===== config.mk =====
export PLATFORM = sky130hd
export DESIGN_NAME = local_out
export DESIGN_NICKNAME = d
export VERILOG_FILES = /design/src/rtl/local_out.sv
export SDC_FILE = /design/constraint.sdc
export NUM_CORES = 1
export LEC_CHECK = 0
export ABC_AREA = 1
export ABC_CLOCK_PERIOD_IN_PS = 2300
export BUFFER_PORTS_ARGS = -buffer_cell sky130_fd_sc_hd__buf_2
export CAP_MARGIN = 20
export CORE_MARGIN = 2
export CORE_UTILIZATION = 50
export DETAILED_ROUTE_END_ITERATION = 7
export PLACE_DENSITY = 0.77
export SYNTH_ARGS = -nofsm -noshare
export SYNTH_HDL_FRONTEND = slang
export SYNTH_SLANG_ARGS = --single-unit

===== constraint.sdc =====
create_clock -name clk -period 2.3 [get_ports clk]
set_clock_uncertainty 0.05 [all_clocks]
set_input_delay 0.23 -clock clk [delete_from_list [all_inputs] [get_ports clk]]
set_output_delay 0.23 -clock clk [all_outputs]
set_load 0.02 [all_outputs]

===== src/rtl/local_out.sv =====
// local_out: router ingress stage from the core's local output FIFO.
// Captures one packet at a time, decodes its signed dx/dy hop offsets and
// presents it to exactly one of the east/west/north/south/local output
// buffers, with the offset for that hop already moved one step toward zero.
//
// Ports:
//   clk, rst            clock and synchronous active-high reset
//   din, empty, ren     first-word-fall-through core FIFO: {dx, dy, payload}
//   dout_east/west      {dx', dy, payload} toward horizontal neighbours
//   dout_north/south    {dy', payload} once horizontal travel is done
//   dout_local          payload looped back to the core
//   wen_*               write strobe, one-hot, to the matching buffer
//   full_*              output buffer full flags
//   busy                stage register holds a packet
module local_out #(
  parameter int DX_WIDTH      = 9,
  parameter int DY_WIDTH      = 9,
  parameter int PAYLOAD_WIDTH = 12
) (
  input  logic                                      clk,
  input  logic                                      rst,
  input  logic [DX_WIDTH+DY_WIDTH+PAYLOAD_WIDTH-1:0] din,
  input  logic                                      empty,
  output logic                                      ren,
  output logic [DX_WIDTH+DY_WIDTH+PAYLOAD_WIDTH-1:0] dout_east,
  output logic [DX_WIDTH+DY_WIDTH+PAYLOAD_WIDTH-1:0] dout_west,
  output logic [DY_WIDTH+PAYLOAD_WIDTH-1:0]          dout_north,
  output logic [DY_WIDTH+PAYLOAD_WIDTH-1:0]          dout_south,
  output logic [PAYLOAD_WIDTH-1:0]                   dout_local,
  output logic                                      wen_east,
  output logic                                      wen_west,
  output logic                                      wen_north,
  output logic                                      wen_south,
  output logic                                      wen_local,
  input  logic                                      full_east,
  input  logic                                      full_west,
  input  logic                                      full_north,
  input  logic                                      full_south,
  input  logic                                      full_local,
  output logic                                      busy
);

  typedef enum logic {EMPTY, HELD} state_t;
  typedef enum logic [2:0] {
    DEST_EAST  = 3'd0,
    DEST_WEST  = 3'd1,
    DEST_NORTH = 3'd2,
    DEST_SOUTH = 3'd3,
    DEST_LOCAL = 3'd4
  } dest_t;

  state_t state;
  dest_t  dest;
  dest_t  next_dest;

  logic [DX_WIDTH-1:0]      dx;
  logic [DY_WIDTH-1:0]      dy;
  logic [PAYLOAD_WIDTH-1:0] payload;
  logic [DX_WIDTH-1:0]      dx_step;
  logic [DY_WIDTH-1:0]      dy_step;
  logic                     dest_full;
  logic                     drain;

  assign {dx, dy, payload} = din;

  // Offsets always step toward zero: negative values are incremented and
  // positive ones decremented, so even the most negative value cannot wrap.
  assign dx_step = dx[DX_WIDTH-1] ? dx + DX_WIDTH'(1) : dx - DX_WIDTH'(1);
  assign dy_step = dy[DY_WIDTH-1] ? dy + DY_WIDTH'(1) : dy - DY_WIDTH'(1);

  // Horizontal travel first; only once dx is exhausted does dy steer.
  always_comb begin
    next_dest = DEST_LOCAL;
    if (dx != '0)
      next_dest = dx[DX_WIDTH-1] ? DEST_WEST : DEST_EAST;
    else if (dy != '0)
      next_dest = dy[DY_WIDTH-1] ? DEST_SOUTH : DEST_NORTH;
  end

  // Only the held packet's own destination can stall it.
  always_comb begin
    case (dest)
      DEST_EAST:  dest_full = full_east;
      DEST_WEST:  dest_full = full_west;
      DEST_NORTH: dest_full = full_north;
      DEST_SOUTH: dest_full = full_south;
      default:    dest_full = full_local;
    endcase
  end

  // Gating with rst keeps a packet caught by reset from ever being written.
  assign drain = (state == HELD) && !dest_full && !rst;
  assign ren   = !rst && !empty && ((state == EMPTY) || drain);
  assign busy  = (state == HELD);

  assign wen_east  = drain && (dest == DEST_EAST);
  assign wen_west  = drain && (dest == DEST_WEST);
  assign wen_north = drain && (dest == DEST_NORTH);
  assign wen_south = drain && (dest == DEST_SOUTH);
  assign wen_local = drain && (dest == DEST_LOCAL);

  // Stage register: the per-destination dout registers double as the packet
  // store, so only the selected bus is reloaded and the others keep their
  // last value.
  always_ff @(posedge clk) begin
    if (rst) begin
      state      <= EMPTY;
      dest       <= DEST_LOCAL;
      dout_east  <= '0;
      dout_west  <= '0;
      dout_north <= '0;
      dout_south <= '0;
      dout_local <= '0;
    end else begin
      if (ren) begin
        state <= HELD;
        dest  <= next_dest;
        case (next_dest)
          DEST_EAST:  dout_east  <= {dx_step, dy, payload};
          DEST_WEST:  dout_west  <= {dx_step, dy, payload};
          DEST_NORTH: dout_north <= {dy_step, payload};
          DEST_SOUTH: dout_south <= {dy_step, payload};
          default:    dout_local <= payload;
        endcase
      end else if (drain) begin
        state <= EMPTY;
      end
    end
  end

endmodule

# After elaboration in Yosys (flattened, before gate mapping)
# Index checks and enable logic that the tools add are counted.
[word_totals]
register_bits = 118
input_bits = 38
output_inout_bits = 121
wordCells = 53
[op_classes]
n_addsub = 4
eq_ne = 7
n_mux = 9
bitwise = 2
reduce_logical = 24
[ops]
columns = ["op", "count"]
rows = [
  ["adder 9 x 1 -> 9 bit, second input constant", 2],
  ["2-to-1 mux 9 bit", 2],
  ["nonzero test 9 bit", 2],
  ["subtractor 9 x 1 -> 9 bit, second input constant", 2],
  ["equality test 3 x 2 -> 1 bit, second input constant", 4],
  ["AND reduction 2 bit", 5],
  ["logical AND 1 bit", 9],
  ["equality test 3 x 1 -> 1 bit, second input constant", 2],
  ["logical NOT 3 bit", 2],
  ["2-to-1 mux 3 bit", 2],
  ["2-to-1 mux 1 bit", 4],
  ["one-hot mux 1 bit (4 select lines)", 1],
  ["OR reduction 4 bit", 1],
  ["equality test 3 bit, second input constant", 1],
  ["logical NOT 1 bit", 3],
  ["inverter 1 bit", 2],
  ["nonzero test 2 bit", 1],
  ["logical OR 1 bit", 1],
]

# Longest topological paths before layout
# Gate-level depths: netlist of the first run.
[logic_depth]
ltp_word = 8
depth_mapped = 13
ltp_nobuf = 12

# Worst setup path after synthesis of the first run
# No wires, ideal clock.
[synth_timing]
path_kind = "register -> output"
from = "register dest[2]"
to = "output wen_east"
t_arrival_ns = 1.451
slack_ns = 0.569
path_stages_with_launch = 8
n_path_buf = 1
path_cell_list = "dfxtp_1 buf_2 inv_1 nand4_1 nand2_1 nor2_1 nand2_2 nor4_1"
[synth_via]
elab_chain_cells = 6
word_cells_on_any_way = 9
[synth_rtl]
columns = ["item", "line", "text"]
rows = [
  ["start: declaration", "53", "dest_t dest;"],
  ["start signal: assignment", "117", "dest <= next_dest;"],
  ["equality test 3 x 2 -> 1 bit (tied with other cells)", "82", "case (dest)"],
  ["one-hot mux 1 bit (4 select lines)", "82", ""],
  ["logical NOT 1 bit", "92", "assign drain = (state == HELD) && !dest_full && !rst;"],
  ["logical AND 1 bit (2 in a row)", "92", ""],
  ["logical AND 1 bit *", "96", "assign wen_east = drain && (dest == DEST_EAST);"],
  ["end: declaration", "30", "output logic wen_east,"],
]
# Every way passes the cells marked *; elsewhere a longest branch is shown, timed or not.

# Final worst setup path of the first run
[layout_timing]
from = "input empty"
to = "output ren"
[layout_via]
elab_chain_cells = 3
[layout_rtl]
columns = ["item", "line", "text"]
rows = [
  ["start: declaration", "23", "input logic empty,"],
  ["logical NOT 1 bit", "93", "assign ren = !rst && !empty && ((state == EMPTY) || drain);"],
  ["logical AND 1 bit (2 in a row)", "93", ""],
  ["end: declaration", "24", "output logic ren,"],
]
# No other way between the ends.

==> results.json, run 1 <==
{
  "wire_per_inst_um": 12.5,
  "nets": 1070,
  "synth_area_per_cell_um2": 6.51,
  "clock-sinks": 118,
  "cts_tree": "yes",
  "finalNonFillerCells": 1169,
  "numCtsBuffers": 17,
  "clockRootBuffer": "clkbuf_16",
  "fin_tns_setup_ns": 0,
  "cts.clk_slew.worst_paths_ns": 0.06,
  "clockBufferDepth": 2,
  "cp.arrival_ns": 1.85,
  "final_common_cell": "nand2_1",
  "max_freq_ghz": 0.469,
  "max-cap-violations": 0,
  "busiest_layer": "met2",
  "final_util": 0.655,
  "seqCellArea_mm2": 0.00237,
  "n_antenna_cell": 0,
  "grt_pass1_wl_mm": 23.1,
  "use_met1": 0.320,
  "clk-insertion-delay-late_ns": 0.42,
  "drive_gt1_frac": 0.208,
  "core_area_mm2": 0.0109,
  "detail_route.wirelength_mm": 14.6,
  "vias_per_cell": 4.72,
  "gp_congestion": 0.836,
  "synth_edf_count": 0,
  "use_met2": 0.388,
  "placedCellCount": 1136,
  "io_pins": 159,
  "overflow": 0,
  "hold_viol": 0,
  "met3_usage": 0.0676,
  "final_max_slew_viol_count": 0,
  "syn_nets": 922,
  "ctsHtreeMaxLevel": 4,
  "ys_async_sr_fraction": 0,
  "synthFlopType": "dfxtp_1",
  "yosys_warnings": 0,
  "ys_types": 29,
  "status": "complete, no violations",
  "path_max_fanout": 13,
  "start_util": 0.516,
  "period_needed_ns": 2.13,
  "tightest_slew_ns": 0.933,
  "cp-end-kind": "output pin",
  "die_w_um": 110,
  "portBuffers": 158,
  "start_kind": "input port",
  "antenna_found_initial": 0,
  "first_iter_violations": 373,
  "syn_area_mm2": 0.00565,
  "hpwl_mm": 9.97,
  "max_slew_margin": 0.378,
  "rsz0062_at_grt": "false",
  "chipHeight_um": 110,
  "vdd_drop_max_mv": 0.429,
  "final_cell_mix": "240 x nand2_1, 184 x nor2_1, 158 x buf_2",
  "rows": 38,
  "fillCellCount": 1011,
  "ant_nets": 0,
  "syn_to_final_growth_pct": 26.8,
  "cp.required_ns": 2.02,
  "synth_seq_area_share": 0.418,
  "grt_usage": 0.245,
  "dr.pass1.iters": 5,
  "power.static_leakage_uw": 0.00402,
  "multi_input_area_mm2": 0.00257,
  "power.density_mw_per_mm2": 772,
  "holdCritPathClass": "in2reg",
  "setup_viol": 0,
  "num_vias": 5513,
  "dieArea_mm2": 0.0122,
  "grt_max_degree": 94,
  "period_share": 0.927,
  "ys_ff_latch": 118,
  "worstSetupPathType": "in2out",
  "netlist_instances": 868,
  "grt_pass1_vias": 4875,
  "route.detailed.drc": 0
}
==> state kept, by name, indices dropped and copies added, names as in the netlist <==
| signal | count |
|---|---|
| busy | 1 |
| dest | 3 |
| dout_local | 12 |
| dout_east | 30 |
| dout_north | 21 |
| dout_west | 30 |
| dout_south | 21 |
==> synth_stat cells (2+ instances only) <==
master	instances	area share
xor2_1	7	0.011
a21oi_1	37	0.033
nand2_2	2	0.0022
buf_2	24	0.021
ha_1	14	0.031
nand3_4	2	0.0062
nor4_1	5	0.0055
nor2_1	184	0.12
dfxtp_1	118	0.42
clkbuf_1	17	0.011
inv_2	2	0.0013
fa_1	2	0.0071
nand2_1	240	0.16
o21ai_0	19	0.017
inv_1	138	0.092
nor3_1	2	0.0018
nand3_1	14	0.012
nand4_1	30	0.033
==> path summary, 6_finish.rpt <==
kind,from,to,slack (ns),cells past startpoint
hold / removal,rst,dout_north[13]$_SDFFE_PP0P_,0.02,2
hold reg to reg,dout_north[10]$_SDFFE_PP0P_,dout_north[10]$_SDFFE_PP0P_,0.41,2
setup reg to reg,dest[2]$_SDFFE_PP1P_,dout_west[4]$_SDFFE_PP0P_,0.31,11
setup / recovery,empty,ren,0.17,7
==> power breakdown <==
group	total [uW]	leakage (uW)	internal, uW	switching, uW
Sequential	2130	0.000958	2100	31.8
Combinational	625	0.00276	202	423
Clock	2770	0.000301	1770	994
==> cells by family (layout without fill, tap and decap cells) <==
family / count (synthesis) / in the layout / share of synthesized area
AO/OA/AOI/OAI: 62 / 62 / 0.0569
XOR/XNOR: 7 / 7 / 0.0109
adder cells (fa/ha/maj): 16 / 16 / 0.0381
buffers and inverters: 182 / 343 / 0.128
flip-flops: 118 / 118 / 0.418
AND/OR/NAND/NOR: 483 / 483 / 0.348
==> critical path, stage by stage <==
cell and delay (ns):
dlygate4sd3_1 0.55, buf_2 0.14, nor2_2 0.30, buf_4 0.26
nand2_1 0.11, inv_1 0.09, buf_2 0.17
==> final cells by class <==
cell class / instances / share of cell area
multi-input cells: 568 / 0.359
flip-flops and latches: 118 / 0.330
repair buffers: 171 / 0.126
inverters: 140 / 0.0734
clock buffers: 19 / 0.0633
well taps: 140 / 0.0245
clock inverters: 13 / 0.0234
==> metal layers <==
layer	vias up	routed length, um	share of wire
met2	162	6690	0.46
met4	0	227	0.015
met1	2418	6790	0.46
met3	18	935	0.064
li1	2915	-	-
met5	-	0	0
==> metrics by stage <==
| step | setup WS (ns) | hold WS [ns] | area, um^2 | power, uW |
|---|---|---|---|---|
| floorplan | 0.569 | 0.276 | 5650 | 2590 |
| global placement | 0.275 | 0.389 | 6520 | 2780 |
| detailed placement | 0.261 | 0.399 | 6520 | 2790 |
| CTS | 0.0345 | 0.00438 | 7150 | 5560 |
| global route | 0.0785 | 0.0134 | 7160 | 5740 |
| finish | 0.168 | 0.0196 | 7160 | 5520 |
==> what timing repair did <==
action	4_1_cts	5_1_grt
hold buffers	1	0
hold endpoints to repair	1	0
buffers inserted	0	0
endpoints found under the setup margin	0	1
resized for setup	0	4
No activity file was read; power rests on OpenSTA's default activity.
==> inputs of run 2 (changes only) <==
Settings changed: CTS_BUF_LIST from default to sky130_fd_sc_hd__clkbuf_8.
==> results.json, run 2 (synthesized netlist as in run 1, its figures left out) <==
{
  "status": "complete, no violations",
  "cp-end-kind": "output pin",
  "final_max_slew_viol_count": 0,
  "switchingPower_uw": 1350,
  "p_clk_frac": 0.425,
  "grt_usage": 0.240,
  "numCtsBuffers": 17,
  "setup_viol": 0,
  "clock-sinks": 118,
  "hold_viol": 0,
  "hpwl_mm": 9.97,
  "use_met1": 0.318,
  "ctsHtreeMaxLevel": 4,
  "vdd_drop_max_mv": 0.418,
  "fillCellCount": 1043,
  "finalPower_uw": 4790,
  "drive_gt1_frac": 0.208,
  "use_met2": 0.375,
  "power.static_leakage_uw": 0.00394,
  "path_max_fanout": 13,
  "cp.depth": 7,
  "grt_max_degree": 94,
  "cp.arrival_ns": 1.90,
  "antenna_found_initial": 0,
  "clk-insertion-delay-late_ns": 0.43,
  "period_needed_ns": 2.18,
  "cp.required_ns": 2.02,
  "syn_to_final_growth_pct": 23.6,
  "grt_pass1_wl_mm": 22.7,
  "clockRootBuffer": "clkbuf_8",
  "ant_nets": 0,
  "swShare": 0.281,
  "r2r_cells": 11,
  "gp_congestion": 0.836,
  "min_delay_path_depth": 3,
  "nets": 1071,
  "final_area_mm2": 0.00698,
  "path_cells": "dlygate4sd3_1, buf_2, nor2_2, buf_4, nand2_1, inv_1, buf_2",
  "grt_pass1_vias": 4779,
  "busiest_layer": "met2",
  "rsz0062_at_grt": "false",
  "start_util": 0.516,
  "share_seq_of_total_power": 0.445,
  "cts_tree": "yes",
  "route.detailed.drc": 0,
  "seqCellArea_mm2": 0.00237,
  "start_kind": "input port",
  "max-cap-violations": 0,
  "dr.pass1.iters": 5,
  "final_common_cell": "nand2_1",
  "num_vias": 5492,
  "multi_input_area_mm2": 0.00257,
  "die_w_um": 110,
  "rows": 38,
  "max_freq_ghz": 0.458,
  "path_buf_inv": 5,
  "cpMostUsedCell": "buf_2",
  "period_share": 0.950,
  "n_antenna_cell": 0,
  "final_util": 0.638,
  "intPower_uw": 3440,
  "crit_family": "buffers and inverters",
  "io_pins": 159,
  "portBuffers": 158,
  "tightest_slew_ns": 0.951,
  "max_slew_margin": 0.366,
  "core_area_mm2": 0.0109,
  "combPwrFrac": 0.130,
  "overflow": 0,
  "chipHeight_um": 110,
  "cts_setup_buffers": 0,
  "met3_usage": 0.0723,
  "worstSetupPathType": "in2out",
  "regToRegSetupSlack_ns": 0.30,
  "placed_cell_area_mm2": 0.00652,
  "final_cell_mix": "240 x nand2_1, 184 x nor2_1, 158 x buf_2",
  "clockBufferDepth": 2,
  "vias_per_cell": 4.69,
  "reg_top3": "dout_east (30), dout_west (30)",
  "wire_per_inst_um": 12.2,
  "fin_tns_setup_ns": 0,
  "holdCritPathClass": "in2reg",
  "crit_slowest_cell": "dlygate4sd3_1",
  "first_iter_violations": 355,
  "cts.clk_slew.worst_paths_ns": 0.07,
  "dieArea_mm2": 0.0122,
  "power.density_mw_per_mm2": 687,
  "cpPeakStageDelay_ns": 0.53,
  "detail_route.wirelength_mm": 14.3
}
-- run 2: final timing paths --
kind / start / endpoint
worst max-delay path: rst / ren
worst min-delay path: din[15] / dout_east[15]$_SDFFE_PP0P_
worst max register to register: dest[2]$_SDFFE_PP1P_ / dout_west[4]$_SDFFE_PP0P_
worst min register to register: dout_north[10]$_SDFFE_PP0P_ / dout_north[10]$_SDFFE_PP0P_
-- run 2: worst min-delay path, stage by stage --
cell and delay (ns):
buf_2 0.12, nor2_1 0.05, nor2_1 0.08
-- run 2: final cells by class --
type | count | share of cell area
tap | 140 | 0.0251
clock inverter | 13 | 0.0240
clock buffer | 19 | 0.0375
multi-input combinational | 568 | 0.368
sequential | 118 | 0.339
inverter | 140 | 0.0753
timing repair buffer | 172 | 0.131
-- run 2: what timing repair did --
| item | CTS | global route |
|---|---|---|
| hold buffers | 2 | 0 |
| setup endpoints to repair | 1 | 1 |
| endpoints found under the hold margin | 2 | 0 |
| gates resized for setup | 1 | 3 |
-- run 2: through the flow --
stage	setup slack (ns)	instances	hold slack, ns
CTS	0.0416	1170	0.0106
global route	0.0276	1170	0.0285
finish	0.116	1170	0.0308
detailed placement	0.261	1136	0.399
floorplan	0.569	868	0.276
global placement	0.275	1136	0.389
-- run 2: metal layers --
metal	share of wire	vias up
met5	0	-
met4	0.015	0
met3	0.066	21
met2	0.44	152
met1	0.48	2401
li1	-	2918
-- run 2: power by group through the flow --
stage | combinational [uW] | sequential (uW) | clock [uW]
2_1_floorplan | 352 | 2240 | 0
3_3_place_gp | 610 | 2170 | 0
3_5_place_dp | 613 | 2180 | 0
4_1_cts | 621 | 2130 | 2070
5_1_grt | 701 | 2140 | 2170
6_report | 623 | 2130 | 2040
